<file path="src/rtl/tx_cpl_ring_to_bram.sv">
// Walks host huge pages round-robin, issues chunk reads and writes CplD payload into the TX ring BRAM.
// Latency: 1 cycle from a TRN payload beat to wr_en; wr_addr_updated is stretched for the slower reader clock.
// Backpressure: requests are held until read_chunk_ack; a beat arriving on a full ring is dropped. Option: TX_CPL_ERR_CNT_EN.
module tx_cpl_ring_to_bram #(
    parameter int ADDR_W       = 10,
    parameter int NUM_PAGES    = 2,
    parameter int CHUNK_QW     = 64,
    parameter int PULSE_CYCLES = 3
) (
    input  logic                    trn_clk,
    input  logic                    reset_n,
    input  logic [63:0]             trn_rd,
    input  logic                    trn_rsof_n,
    input  logic                    trn_reof_n,
    input  logic                    trn_rsrc_rdy_n,
    input  logic                    trn_rdst_rdy_n,
    input  logic [64*NUM_PAGES-1:0] huge_page_addr,
    input  logic [32*NUM_PAGES-1:0] huge_page_qwords,
    input  logic [NUM_PAGES-1:0]    huge_page_status,
    output logic [NUM_PAGES-1:0]    huge_page_free,
    output logic                    read_chunk,
    output logic [63:0]             read_chunk_addr,
    output logic [9:0]              read_chunk_qwords,
    input  logic                    read_chunk_ack,
    output logic [ADDR_W-1:0]       wr_addr,
    output logic [63:0]             wr_data,
    output logic                    wr_en,
    input  logic [ADDR_W-1:0]       commited_rd_address,
    input  logic                    commited_rd_address_change,
    output logic                    wr_addr_updated
`ifdef TX_CPL_ERR_CNT_EN
    ,
    output logic [15:0]             cpl_err_cnt
`endif
);
    localparam int IDX_W = (NUM_PAGES > 2) ? 2 : 1;
    localparam int UPD_W = $clog2(PULSE_CYCLES + 1);
    localparam logic [ADDR_W-1:0] ONE = ADDR_W'(1);

    typedef enum logic [1:0] {R_IDLE, R_REQ, R_WAIT, R_ADV} req_state_t;
    typedef enum logic [1:0] {C_HDR, C_H2, C_DATA} cpl_state_t;

    req_state_t        req_state, req_next;
    cpl_state_t        cpl_state, cpl_next;
    logic [IDX_W-1:0]  idx;
    logic [31:0]       offset, page_len, rem, new_off;
    logic [63:0]       page_base;
    logic [9:0]        req_qw, rcv_cnt, chunk_qw;
    logic              page_rdy, page_done, free_ok, err_hold;
    logic              chg_s1, chg_s2;
    logic [ADDR_W-1:0] rd_addr_q, rd_ptr, free_q, wr_next_addr;
    logic              beat, sof, eof, hdr_cpld, hdr_sc, data_beat, ring_full;
    logic [UPD_W-1:0]  upd_cnt;

    assign page_base = huge_page_addr[64*idx +: 64];
    assign page_len  = huge_page_qwords[32*idx +: 32];
    assign page_rdy  = huge_page_status[idx];
    assign rem       = (offset >= page_len) ? 32'd0 : page_len - offset;
    assign chunk_qw  = (rem > 32'(CHUNK_QW)) ? 10'(CHUNK_QW) : rem[9:0];
    assign new_off   = offset + 32'(req_qw);
    assign page_done = (new_off >= page_len);
    assign free_ok   = (free_q >= ADDR_W'(CHUNK_QW));

    assign beat     = !trn_rsrc_rdy_n && !trn_rdst_rdy_n;
    assign sof      = !trn_rsof_n;
    assign eof      = !trn_reof_n;
    assign hdr_cpld = (trn_rd[62:56] == 7'b10_01010);
    assign hdr_sc   = (trn_rd[15:13] == 3'b000);

    // Account for a write already in flight so the last free slot is never overwritten.
    assign wr_next_addr = wr_addr + ADDR_W'(wr_en);
    assign ring_full    = ((wr_next_addr + ONE) == rd_ptr);
    assign wr_addr_updated = (upd_cnt != '0);

`ifdef TX_CPL_ERR_CNT_EN
    logic hdr_reject;
    assign hdr_reject = (cpl_state == C_HDR) && beat && sof && hdr_cpld && !hdr_sc;
    assign err_hold   = (cpl_err_cnt != 16'd0);

    always_ff @(posedge trn_clk) begin
        if (!reset_n)
            cpl_err_cnt <= '0;
        else if (hdr_reject && cpl_err_cnt != 16'hFFFF)
            cpl_err_cnt <= cpl_err_cnt + 16'd1;
    end
`else
    assign err_hold = 1'b0;
`endif

    always_ff @(posedge trn_clk) begin
        if (!reset_n) begin
            req_state <= R_IDLE;
            cpl_state <= C_HDR;
        end else begin
            req_state <= req_next;
            cpl_state <= cpl_next;
        end
    end

    always_comb begin
        req_next   = req_state;
        read_chunk = 1'b0;
        case (req_state)
            R_IDLE: begin
                if (page_rdy && rem == 32'd0)
                    req_next = R_ADV;
                else if (page_rdy && free_ok)
                    req_next = R_REQ;
            end
            R_REQ: begin
                read_chunk = 1'b1;
                if (read_chunk_ack)
                    req_next = R_WAIT;
            end
            R_WAIT: begin
                if (rcv_cnt == req_qw && !err_hold)
                    req_next = R_ADV;
            end
            default: req_next = R_IDLE;
        endcase
    end

    always_comb begin
        cpl_next  = cpl_state;
        data_beat = 1'b0;
        case (cpl_state)
            C_HDR: begin
                if (beat && sof && hdr_cpld && hdr_sc && !eof)
                    cpl_next = C_H2;
            end
            C_H2: begin
                if (beat)
                    cpl_next = eof ? C_HDR : C_DATA;
            end
            default: begin
                if (beat) begin
                    data_beat = 1'b1;
                    if (eof)
                        cpl_next = C_HDR;
                end
            end
        endcase
    end

    always_ff @(posedge trn_clk) begin
        if (!reset_n) begin
            idx               <= '0;
            offset            <= '0;
            req_qw            <= '0;
            rcv_cnt           <= '0;
            read_chunk_addr   <= '0;
            read_chunk_qwords <= '0;
            huge_page_free    <= '0;
        end else begin
            huge_page_free <= '0;
            if (req_state == R_IDLE && req_next != R_IDLE) begin
                req_qw  <= chunk_qw;
                rcv_cnt <= '0;
                if (req_next == R_REQ) begin
                    read_chunk_addr   <= page_base + {29'd0, offset, 3'd0};
                    read_chunk_qwords <= chunk_qw;
                end
            end else if (data_beat && (req_state == R_REQ || req_state == R_WAIT)) begin
                rcv_cnt <= rcv_cnt + 10'd1;
            end
            if (req_state == R_ADV) begin
                if (page_done) begin
                    huge_page_free[idx] <= 1'b1;
                    offset <= '0;
                    idx    <= (idx == IDX_W'(NUM_PAGES - 1)) ? '0 : idx + IDX_W'(1);
                end else begin
                    offset <= new_off;
                end
            end
        end
    end

    // The reader address is only trusted once the synchronised change strobe says it is stable.
    always_ff @(posedge trn_clk) begin
        if (!reset_n) begin
            chg_s1    <= 1'b0;
            chg_s2    <= 1'b0;
            rd_addr_q <= '0;
            rd_ptr    <= '0;
            free_q    <= '0;
        end else begin
            chg_s1    <= commited_rd_address_change;
            chg_s2    <= chg_s1;
            rd_addr_q <= commited_rd_address;
            if (chg_s2)
                rd_ptr <= rd_addr_q;
            free_q <= rd_ptr - wr_addr - ONE;
        end
    end

    always_ff @(posedge trn_clk) begin
        if (!reset_n) begin
            wr_en   <= 1'b0;
            wr_data <= '0;
            wr_addr <= '0;
            upd_cnt <= '0;
        end else begin
            wr_en   <= data_beat && !ring_full;
            if (data_beat)
                wr_data <= trn_rd;
            wr_addr <= wr_next_addr;
            if (wr_en)
                upd_cnt <= UPD_W'(PULSE_CYCLES);
            else if (upd_cnt != '0)
                upd_cnt <= upd_cnt - UPD_W'(1);
        end
    end

endmodule
</file>
<file path="config.mk">
export PLATFORM = sky130hd
export DESIGN_NAME = tx_cpl_ring_to_bram
export DESIGN_NICKNAME = d
export VERILOG_FILES = /design/src/rtl/tx_cpl_ring_to_bram.sv
export SDC_FILE = /design/constraint.sdc
export NUM_CORES = 1
export LEC_CHECK = 0
export ABC_CLOCK_PERIOD_IN_PS = 9550
export CAP_MARGIN = 0
export CORE_AREA = 2 2 179 181
export DETAILED_ROUTE_END_ITERATION = 16
export DIE_AREA = 0 0 181 183
export PLACE_DENSITY = 0.87
export SYNTH_ARGS = -nofsm -noshare
export SYNTH_HDL_FRONTEND = slang
export SYNTH_SLANG_ARGS = --single-unit
</file>
<file path="constraint.sdc">
create_clock -name trn_clk -period 9.55 [get_ports trn_clk]
set_input_delay 0.955 -clock trn_clk [delete_from_list [all_inputs] [get_ports trn_clk]]
set_output_delay 0.955 -clock trn_clk [all_outputs]
set_load 0.01 [all_outputs]
</file>
# After elaboration in Yosys (flattened, before gate mapping)
# Cells that the tools add are included.
# word_totals
in_bits	276
out_inout_bits	153
ff_bits	242
elab_cells	102
# op_classes
n_mux	24
shift	2
n_bitwise	1
reduce_logical	30
eq_ne	11
addsub	10
magnitude_cmp	6
# ops
op	n
$shiftx 128x8->64	1
$add 64x35->64	1
$ge 32x32->1	2
$mux 32	2
$shiftx 64x7->32	1
$add 32x10->32	1
$gt 32x7->1 const B	1
$logic_not 32->1	1
$sub 32x32->32	1
$mux 2	11
$add 10x1->10 const B	2
$eq 10x10->1	2
$logic_and 1x1->1	11
$add 10x1->10	1
$ge 10x7->1 const B	1
$mux 10	1
$sub 10x1->10 const B	1
$sub 10x10->10	1
$reduce_bool 2->1	4
$eq 7x7->1 const B	1
$mux 1	7
$eq 2x1->1 const B	3
$pmux 2 s3	1
$eq 2x2->1 const B	2
17 further kinds	24

# Longest topological paths before layout
# Gate-level depths: netlist (run 1).
# depth
depth_word	10
depth_mapped	26
mapped_depth_nobuf	25

# Least setup slack after synthesis (run 1)
# Ideal clock, no wire load.
# synth_path
kind	reg-to-reg
startpoint	reg idx
endpoint	reg rcv_cnt[3]
path_slack_ns	4.044
path_buffers	10
stages_incl_launch_ff	25
required_ns	9.416
period_less_slack_ns	5.506
setup_ns	0.134
arrival_time_ns	5.372
cell_sequence	dfxtp_1 > buf_2 > buf_2 > buf_2 > buf_2 > clkbuf_1 > buf_2 > buf_1 > mux2i_1 > inv_1 > ha_1 > buf_2 > nand2_1 > a211oi_1 > o21ai_1 > a21o_1 > xnor2_1 > or4b_1 > nor4_2 > nand3_2 > o22ai_4 > buf_2 > o21a_1 > buf_2 > nor3_1
# synth_via
elab_chain_len	10
elab_cells_between_ends	15
cone_classes	1 x add/sub; 1 x order compare; 1 x shift; 6 x mux; 6 x reduce/logical
# synth_rtl
element	line_no	source
start, declared	45	logic [IDX_W-1:0] idx;
start signal, assigned	170	idx <= (idx == IDX_W'(NUM_PAGES - 1)) ? '0 : idx + IDX_W'(1);
$shiftx 64x7->32	56	assign page_len = huge_page_qwords[32*idx +: 32];
$sub 32x32->32 / $ge 32x32->1 (equally long branches)	58	assign rem = (offset >= page_len) ? 32'd0 : page_len - offset;
$mux 32	58	
$logic_not 32->1	105	if (page_rdy && rem == 32'd0)
$logic_and 1x1->1	105	
$mux 2 (*)	105	
$pmux 2 s3 (*)	103	case (req_state)
$reduce_bool 2->1 (*)	156	if (req_state == R_IDLE && req_next != R_IDLE) begin
$logic_and 1x1->1 (*)	156	
$reduce_or 2->1 (no line) (*)	n/a	
end signal, assigned	164	rcv_cnt <= rcv_cnt + 10'd1;
end, declared	48	logic [9:0] req_qw, rcv_cnt, chunk_qw;
# Mark *: on every way between the ends. The rest lies on a longest branch, timed or not. The select of a mux whose other input is x is not followed.
# A chain may end at the register's enable or synchronous reset.

# Worst setup path in the final report (run 1)
# layout_path
startpoint	reg offset[1]
endpoint	reg offset[29]
# layout_via
elab_chain_len	3
# layout_rtl
element	line_no	source
start, declared	46	logic [31:0] offset, page_len, rem, new_off;
start signal, assigned	172	offset <= new_off;
$add 32x10->32 (*)	60	assign new_off = offset + 32'(req_qw);
$ge 32x32->1	61	assign page_done = (new_off >= page_len);
$mux 32 (*)	167	if (page_done) begin
# Mark *: on every way between the ends. The rest lies on a longest branch, timed or not.

==> results of run 1 <==
[cell usage after synthesis (10+ instances only)]
| cell type | number | area [um^2] |
|---|---|---|
| nand2b_1 | 12 | 75.1 |
| xnor2_1 | 103 | 902 |
| and3_1 | 32 | 200 |
| o21bai_1 | 11 | 82.6 |
| inv_1 | 109 | 409 |
| nor2_1 | 112 | 420 |
| and2_1 | 27 | 169 |
| a211oi_1 | 15 | 113 |
| ha_1 | 125 | 1560 |
| nor3_1 | 49 | 245 |
| a21o_1 | 53 | 398 |
| buf_2 | 25 | 125 |
| mux2i_1 | 105 | 1050 |
| buf_1 | 13 | 48.8 |
| nand2_1 | 268 | 1010 |
| dfxtp_1 | 236 | 4720 |
| nand3_1 | 65 | 325 |
| nor4_1 | 15 | 93.8 |
| a31oi_1 | 23 | 144 |
| o21a_1 | 20 | 150 |
| mux2_2 | 38 | 428 |
| nand4_1 | 21 | 131 |
| o21ai_1 | 11 | 55.1 |
| clkbuf_1 | 66 | 248 |
| o21ai_0 | 55 | 275 |
| or3_1 | 19 | 119 |
| o211ai_1 | 45 | 338 |
| o41ai_1 | 37 | 324 |
| nor2b_1 | 10 | 62.6 |
| a21oi_1 | 172 | 861 |
| xor2_1 | 44 | 385 |
[how the worst max path moves through the flow]
| stage | start | slack, ns | endpoint | cells after the start |
|---|---|---|---|---|
| floorplan | idx$_SDFFE_PN0P_ | 4.04 | rcv_cnt[3]$_SDFFE_PP0P_ | 24 |
| global placement | offset[1]$_SDFFE_PN0N_ | 3.14 | offset[22]$_SDFFE_PN0N_ | 24 |
| detailed placement | offset[1]$_SDFFE_PN0N_ | 3.05 | offset[22]$_SDFFE_PN0N_ | 24 |
| CTS | offset[1]$_SDFFE_PN0N_ | 2.97 | offset[29]$_SDFFE_PN0N_ | 24 |
| global route | offset[1]$_SDFFE_PN0N_ | 2.53 | offset[31]$_SDFFE_PN0N_ | 24 |
| finish | offset[1]$_SDFFE_PN0N_ | 2.86 | offset[29]$_SDFFE_PN0N_ | 24 |
[logic make-up after synthesis]
group / Yosys count / synth area share
multiplexers: 144 / 0.0892
AND/OR/NAND/NOR: 675 / 0.195
flip-flops: 236 / 0.283
buffers and inverters: 218 / 0.0531
AO/OA/AOI/OAI: 514 / 0.204
adder cells (fa/ha/maj): 129 / 0.0984
XOR/XNOR: 147 / 0.0771
[flip-flops by register name, indices dropped and copies added, names as in the netlist, 2 cells and up]
| signal | flops |
|---|---|
| cpl_state | 2 |
| free_q | 4 |
| huge_page_free | 2 |
| offset | 32 |
| rcv_cnt | 10 |
| rd_addr_q | 10 |
| rd_ptr | 10 |
| read_chunk_addr | 64 |
| read_chunk_qwords | 10 |
| req_qw | 10 |
| req_state | 2 |
| upd_cnt | 2 |
| wr_addr | 10 |
| wr_data | 64 |
[metrics by stage]
step	cells	power (uW)
2_1_floorplan	2063	1720
6_report	2843	3220
3_5_place_dp	2795	2170
3_3_place_gp	2795	2150
5_1_grt	2843	3360
4_1_cts	2843	3230
[cell type report]
cell class,instances,area [um^2],area share
Multi-Input combinational cell,1609,11100,0.504
Sequential cell,236,4730,0.215
Timing Repair Buffer,439,4360,0.198
Clock buffer,34,711,0.0323
Tap cell,402,503,0.0228
Inverter,109,414,0.0188
Clock inverter,14,193,0.00875
[power by group]
group          internal (uW)  switching [uW]
clock                    637             423
sequential              1090            70.4
combinational            477             527
total                   2200            1020
[worst max-delay path, stage by stage (launching register included)]
cell,delay [ns]
dfxtp_1,0.44
inv_1,0.18
fa_1,0.48
nor2b_1,0.13
o21ai_0,0.12
a21boi_0,0.30
o21ai_0,0.16
a21boi_0,0.25
o21ai_0,0.14
a21o_1,0.22
a211oi_1,0.24
buf_4,0.25
nand2_1,0.11
xnor2_1,0.36
ha_1,0.33
a21o_1,0.16
a21o_1,0.17
a21o_1,0.17
a21o_1,0.17
a31oi_1,0.18
o31ai_1,0.19
a211o_1,0.52
nor2_1,0.97
a21oi_1,0.16
o21ai_0,0.21
[routing by layer]
| metal | vias up | share of wire |
|---|---|---|
| li1 | 8113 | - |
| met1 | 7981 | 0.39 |
| met2 | 799 | 0.49 |
| met3 | 145 | 0.072 |
| met4 | 0 | 0.049 |
| met5 | - | 0 |
==> run metrics, run 1 <==
gr busiest metal=met2; Async SR Flop Fraction=0; slew margin rel.=0.188; DRT iter0 DRCs=1,274; drt wl/cell=roughly 20 um; Via density=approximately 6; final hold slack=0.453 ns; Synth Cell Area=~17,000 um^2; setup bufs post-CTS=0; VDD IR max=between 0.0001 and 0.00015 V; outcome=finished, final reports clean; GR Util met2=0.595; Clock Skews=~0.020 ns; largest net degree at the start of global routing=87; number of primary I/O pins=around 430; grt met1 use=0.386; DP Area=approximately 21,000 um^2; DP HPWL=44.1 mm; maxcap violations=0; Initial Utilization=0.535; share of cells above drive strength 1=0.0516; PD cells=between 100 and 150 nW/um^2; htree depth=1; CTS tree=built; crit path capture type=flop; endpoints failing hold=0; final setup violation count=0; post-route setup TNS=0 ns; Synth Area per Inst=~8.1 um^2; M3 GR Usage=0.0498; worst r2r dst=offset[29]$_SDFFE_PN0N_; Seq cells post-synth=between 200 and 250; RSZ-0062 raised after global routing=false; Syn Inst Count=approximately 2.1k; gr usage total=0.330; I/O Buffers=~430; worst setup margin=~2.9 ns; R2R cell count=24; initial antenna violation count=0; clk_lat worst skew=roughly 0.54 ns; Tmin final=between 6 and 7 ns; Pre-antenna DRT Iters=6; Die W=181 um; die area=33,100 um^2; most frequent cells in the layout=427 x clkdlybuf4s50_1, 267 x nand2_1, 235 x dfxtp_1; Leak=0.00850 uW; first-pass GRT wire length=roughly 88 mm; r2r setup slk=~2.9 ns; Critical Path Start Type=flop; synth unique cells=between 80 and 90; fin util=0.705; fmax=between 0.1 and 0.15 GHz; vias in the first global route=~17k; WL final=around 57 mm; crit share post-route=0.700; Via Count=between 15k and 20k; cts bufs inserted=26; HP Start=wr_data[52]$_SDFFE_PN0P_; Hold EP=wr_data[52]$_SDFFE_PN0P_; worst path arrival time=between 7 and 8 ns; Antenna Cells=0; Area Overhead vs Synth=31.8%; worst-path fanout max=17; root buf cell=clkbuf_16; grt ovf=0; antenna-violating nets left=0; Layout Nets=approximately 2.8k; DRC Markers=0; Syn Nets=between 2k and 2.5k; CTS sink cnt=about 240; Post-synth EDFFs=0; Core Box Area=approximately 31,000 um^2; FF-to-FF Start=offset[1]$_SDFFE_PN0N_; hold buffer count at CTS=0; kind of critical path=flop to flop; Slew @ Worst Pin=~1.2 ns; Die H=between 150 and 200 um; CP required=around 10 ns; RD Place Congestion=~0.99; commonest non-fill, non-tap cell in the layout=clkdlybuf4s50_1; main flop type after synthesis=dfxtp_1; Min-Delay Path Depth=2; pre-CTS setup slack=between 3 and 4 ns; # rows=65; PostCTS Resize Cnt=0; Clock Tree Buf Depth=3; register area share after synthesis=0.283; post-route cell area=22,000 um^2; Clock transition at path regs=roughly 0.06 ns; Slew Limit Fails=0; Worst Hold Class=flop to flop; filler instances=~2.5k; Synth warnings=0
Power figures use the tool's default switching activity.
==> inputs of run 2 (changes only) <==
==> config.mk (replaced) <==
export PLATFORM = sky130hd
export DESIGN_NAME = tx_cpl_ring_to_bram
export DESIGN_NICKNAME = d
export VERILOG_FILES = /design/src/rtl/tx_cpl_ring_to_bram.sv
export SDC_FILE = /design/constraint.sdc
export NUM_CORES = 1
export LEC_CHECK = 0
export ABC_CLOCK_PERIOD_IN_PS = 6500
export CAP_MARGIN = 0
export CORE_AREA = 2 2 186 188
export DETAILED_ROUTE_END_ITERATION = 16
export DIE_AREA = 0 0 188 190
export PLACE_DENSITY = 0.81
export SYNTH_ARGS = -nofsm -noshare
export SYNTH_HDL_FRONTEND = slang
export SYNTH_SLANG_ARGS = --single-unit
==> constraint.sdc (replaced) <==
create_clock -name trn_clk -period 6.5 [get_ports trn_clk]
set_input_delay 0.65 -clock trn_clk [delete_from_list [all_inputs] [get_ports trn_clk]]
set_output_delay 0.65 -clock trn_clk [all_outputs]
set_load 0.01 [all_outputs]
==> run 2 against run 1 <==
- cell count rose by 2.0%
- global-route usage fell by 3.1 points
- hold slack got worse by 0.017 ns
- die area rose by 7.8%
==> run metrics, run 2 (synthesized netlist as in run 1, its figures left out) <==
outcome=finished, final reports clean; worst path buffer plus inverter count=3; delay-heaviest family, CP=compound AO/OA/AOI/OAI gates; worst r2r dst=offset[21]$_SDFFE_PN0N_; Via density=5.79; htree depth=1; r2r setup slk=around 0.83 ns; # rows=68; CTS tree=built; RSZ-0062 raised after global routing=false; share of cells above drive strength 1=0.0544; slew margin rel.=0.278; PD cells=218 nW/um^2; placed insts=about 2.9k; final setup violation count=0; Die W=between 150 and 200 um; Worst Hold Class=flop to flop; final hold slack=between 0.4 and 0.5 ns; setup bufs post-CTS=0; Area Overhead vs Synth=32.7%; crit share post-route=0.872; kind of critical path=flop to flop; root buf cell=clkbuf_16; hold buffer count at CTS=0; commonest non-fill, non-tap cell in the layout=clkdlybuf4s50_1; antenna-violating nets left=0; Clock Skews=0.0187 ns; die area=between 30,000 and 40,000 um^2; maxcap violations=0; Die H=about 190 um; fin cells=2,899; WL final=roughly 56 mm; Initial Utilization=0.492; I/O Buffers=~430; DP HPWL=between 40 and 50 mm; Tmin final=about 5.7 ns; Via Count=~17k; filler instances=~2.9k; number of primary I/O pins=between 400 and 500; CP required=approximately 7.0 ns; Antenna Cells=0; Hold EP=chg_s2$_SDFF_PN0_; drt wl/cell=between 15 and 20 um; grt ovf=0; PostCTS Resize Cnt=0; CTS sink cnt=236; Slew @ Worst Pin=1.05 ns; worst-path fanout max=13; DRT iter0 DRCs=1,291; RD Place Congestion=~0.96; Layout Nets=2,829; VDD IR max=about 0.00024 V; top flop regs=read_chunk_addr: 64 flops, wr_data: 64 flops, offset: 32 flops; critical path's largest stage delay=0.47 ns; Critical Path Start Type=flop; DRC Markers=0; vias in the first global route=between 15k and 20k; Min-Delay Path Depth=1; FF-to-FF Start=offset[1]$_SDFFE_PN0N_; fmax=between 0.15 and 0.2 GHz; first-pass GRT wire length=87.1 mm; most frequent cells in the layout=427 x clkdlybuf4s50_1, 267 x nand2_1, 235 x dfxtp_1; post-route cell area=22,200 um^2; clk_lat worst skew=approximately 0.54 ns; post-route setup TNS=0 ns; gr usage total=0.299; cts bufs inserted=26; HP Start=chg_s1$_SDFF_PN0_; crit path capture type=flop; fin util=0.653; initial antenna violation count=0; endpoints failing hold=0; cell repeated most along the worst path=o21ai_0; Core Box Area=roughly 34,000 um^2; DP Area=21,200 um^2; Clock Tree Buf Depth=3; largest net degree at the start of global routing=between 100 and 150; R2R cell count=25; worst path arrival time=~6 ns; slowest CP cell=fa_1; Clock transition at path regs=around 0.060 ns; Leak=about 0.0085 uW; Pre-antenna DRT Iters=5; Slew Limit Fails=0
[run 2: power breakdown]
| group | switching (uW) | internal [uW] |
|---|---|---|
| sequential | 108 | 1600 |
| combinational | 776 | 701 |
| clock | 639 | 1000 |
[run 2: how the worst max path moves through the flow]
stage                                start                              end  slack, ns  cells past startpoint
finish              offset[1]$_SDFFE_PN0N_          offset[21]$_SDFFE_PN0N_       0.83                     25
global placement          idx$_SDFFE_PN0P_  read_chunk_addr[4]$_SDFFE_PN0P_       1.08                     15
floorplan                 idx$_SDFFE_PN0P_          rcv_cnt[3]$_SDFFE_PP0P_       0.99                     24
global route        offset[1]$_SDFFE_PN0N_          offset[21]$_SDFFE_PN0N_       0.32                     25
CTS                 offset[1]$_SDFFE_PN0N_          offset[21]$_SDFFE_PN0N_       0.90                     25
detailed placement  offset[1]$_SDFFE_PN0N_          offset[21]$_SDFFE_PN0N_       0.95                     25
[run 2: worst register-to-register path: stages (launching register included)]
cell and delay (ns):
dfxtp_1 0.44, inv_1 0.17, fa_1 0.48, nor2b_1 0.13
o21ai_0 0.11, a21boi_0 0.26, o21ai_0 0.14, a21boi_0 0.24
o21ai_0 0.15, a21o_1 0.23, a211oi_1 0.24, buf_4 0.23
and2_1 0.24, xnor2_1 0.09, ha_1 0.17, a21o_1 0.15
a21o_1 0.17, a21oi_1 0.27, o211ai_1 0.14, a31oi_1 0.17
o31ai_1 0.13, a211o_1 0.45, nor2_1 0.30, buf_4 0.26
a21oi_1 0.09, o21ai_0 0.18
[run 2: through the flow]
stage          total power, uW  setup slack [ns]
3_5_place_dp              3190             0.949
5_1_grt                   5020             0.322
2_1_floorplan             2530             0.994
6_report                  4830             0.835
3_3_place_gp              3160              1.08
4_1_cts                   4840             0.899
[run 2: area by class of cell]
cell class                 instances  area (um^2)  share of cell area
multi-input combinational       1609        11100               0.501
sequential                       236         4730               0.213
timing repair buffer             442         4390               0.198
clock buffer                      29          682              0.0308
tap                              455          569              0.0257
inverter                         109          414              0.0187
clock inverter                    19          282              0.0127
[run 2: layer usage]
metal | routed length, um | part of all wire | up-vias | global-route usage
li1 | - | - | 8110 | -
met1 | 22800 | 0.41 | 7887 | 0.363
met2 | 27200 | 0.49 | 683 | 0.533
met3 | 3810 | 0.068 | 111 | 0.0472
met4 | 2050 | 0.037 | 0 | 0.110
met5 | 0 | 0 | - | 0
==> inputs of run 3 (changes only) <==
--- a/config.mk
+++ b/config.mk
@@ -5,7 +5,7 @@
 export SDC_FILE = /design/constraint.sdc
 export NUM_CORES = 1
 export LEC_CHECK = 0
-export ABC_CLOCK_PERIOD_IN_PS = 6500
+export ABC_CLOCK_PERIOD_IN_PS = 6100
 export CAP_MARGIN = 0
 export CORE_AREA = 2 2 186 188
 export DETAILED_ROUTE_END_ITERATION = 16
==> constraint.sdc (replaced) <==
create_clock -name trn_clk -period 6.1 [get_ports trn_clk]
set_input_delay 0.61 -clock trn_clk [delete_from_list [all_inputs] [get_ports trn_clk]]
set_output_delay 0.61 -clock trn_clk [all_outputs]
set_load 0.01 [all_outputs]
==> run 3 against run 2 <==
- cell count up 0.10%
- via count up 0.33%
- wire length down 0.66%
- critical path type unchanged
- largest power group unchanged
==> run metrics, run 3 (synthesized netlist as in run 1, its figures left out) <==
Sequential Power Share=0.355; maxcap violations=0; final setup violation count=0; Leak=between 0.008 and 0.009 uW; htree depth=1; Clock transition at path regs=0.06 ns; clk_lat worst skew=~0.56 ns; Tmin final=5.62 ns; RSZ-0062 raised after global routing=false; WL final=about 56 mm; Slew Limit Fails=0; WP depth=26; Antenna Cells=0; Net Sw Power=~1600 uW; worst path buffer plus inverter count=3; RD Place Congestion=about 0.95; post-route setup TNS=0 ns; Initial Utilization=0.492; largest net degree at the start of global routing=between 100 and 150; Die H=between 150 and 200 um; CP required=between 6 and 7 ns; Clock Tree Buf Depth=3; Core Box Area=approximately 34,000 um^2; Clock Skews=roughly 0.0077 ns; Die W=about 190 um; Critical Path Start Type=flop; slew margin rel.=0.209; antenna-violating nets left=0; kind of critical path=flop to flop; cts bufs inserted=27; gr usage total=0.298; number of primary I/O pins=around 430; die area=approximately 36,000 um^2; worst r2r dst=offset[30]$_SDFFE_PN0N_; setup bufs post-CTS=0; root buf cell=clkbuf_16; worst-path fanout max=12; cell repeated most along the worst path=a21o_1; top flop regs=read_chunk_addr: 64 flops, wr_data: 64 flops, offset: 32 flops; CTS sink cnt=between 200 and 250; initial antenna violation count=0; Via density=5.80; crit path capture type=flop; grt ovf=0; crit share post-route=0.922; I/O Buffers=roughly 430; Via Count=~17k; Switching Share=0.315; fmax=approximately 0.18 GHz; vias in the first global route=approximately 16k; most frequent cells in the layout=427 x clkdlybuf4s50_1, 267 x nand2_1, 235 x dfxtp_1; # rows=around 70; slowest CP cell=a211o_1; Worst Hold Class=flop to flop; Slew @ Worst Pin=1.15 ns; Comb power frac=0.308; drt wl/cell=19.1 um; DP HPWL=between 40 and 50 mm; share of cells above drive strength 1=0.0539; HP Start=chg_s1$_SDFF_PN0_; Layout Nets=2,832; worst path arrival time=about 6.1 ns; commonest non-fill, non-tap cell in the layout=clkdlybuf4s50_1; r2r setup slk=0.48 ns; filler instances=around 2.9k; clock share of power=0.337; first-pass GRT wire length=around 87 mm; VDD IR max=0.000254 V; critical path's largest stage delay=~0.5 ns; outcome=finished, final reports clean; PD cells=roughly 230 nW/um^2; FF-to-FF Start=offset[0]$_SDFFE_PN0N_; placed insts=2,853; fin cells=around 2.9k; CTS tree=built; R2R cell count=26; endpoints failing hold=0; DRC Markers=0; Pre-antenna DRT Iters=5; delay-heaviest family, CP=compound AO/OA/AOI/OAI gates; DRT iter0 DRCs=1,141; Area Overhead vs Synth=32.7%; Internal Power=3500 uW; Min-Delay Path Depth=1; Hold EP=chg_s2$_SDFF_PN0_
## run 3: routing by layer
| layer | GRT usage | part of all wire | vias to the layer above | routed length [um] |
|---|---|---|---|---|
| met3 | 0.0413 | 0.066 | 146 | 3670 |
| li1 | - | - | 8150 | - |
| met4 | 0.131 | 0.046 | 0 | 2540 |
| met1 | 0.358 | 0.40 | 7828 | 22300 |
| met5 | 0 | 0 | - | 0 |
| met2 | 0.528 | 0.49 | 722 | 27000 |
## run 3: how the worst max path moves through the flow
stage,slack (ns),end,from
final,0.48,offset[30]$_SDFFE_PN0N_,offset[0]$_SDFFE_PN0N_
after detailed placement,0.45,offset[21]$_SDFFE_PN0N_,offset[0]$_SDFFE_PN0N_
after global routing,0.07,offset[30]$_SDFFE_PN0N_,offset[0]$_SDFFE_PN0N_
after CTS,0.31,offset[30]$_SDFFE_PN0N_,offset[0]$_SDFFE_PN0N_
after global placement,0.68,offset[28]$_SDFFE_PN0N_,offset[0]$_SDFFE_PN0N_
after floorplan,0.59,rcv_cnt[3]$_SDFFE_PP0P_,idx$_SDFFE_PN0P_
## run 3: power groups by stage
stage	logic, uW	clock network (uW)	registers, uW
after floorplan	814	0	1880
after global placement	1530	0	1840
after detailed placement	1560	0	1840
after CTS	1570	1750	1810
after global routing	1690	1820	1830
final	1580	1730	1820
## run 3: final cells by class
class | count | area (um^2) | share of cell area
clock buffers | 39 | 771 | 0.0348
clock inverters | 10 | 173 | 0.00779
inverters | 109 | 414 | 0.0187
multi-input cells | 1609 | 11100 | 0.501
flip-flops and latches | 236 | 4730 | 0.213
well taps | 455 | 569 | 0.0257
repair buffers | 444 | 4400 | 0.199
## run 3: through the flow
step / worst slack [ns] / hold slack (ns) / power (uW) / cell area (um^2) / util
final: 0.476 / 0.446 / 5120 / 22200 / 0.653
after global routing: 0.0742 / 0.470 / 5340 / 22200 / 0.653
after CTS: 0.309 / 0.446 / 5130 / 22200 / 0.653
after detailed placement: 0.447 / 0.426 / 3400 / 21200 / 0.625
after global placement: 0.681 / 0.422 / 3370 / 21200 / 0.625
after floorplan: 0.594 / 0.412 / 2700 / 16700 / -
## run 3: repair_timing
| item | 4_1_cts | 5_1_grt |
|---|---|---|
| hold buffers | 0 | 0 |
| gates resized for setup | 0 | 3 |
| endpoints found under the setup margin | 0 | 8 |
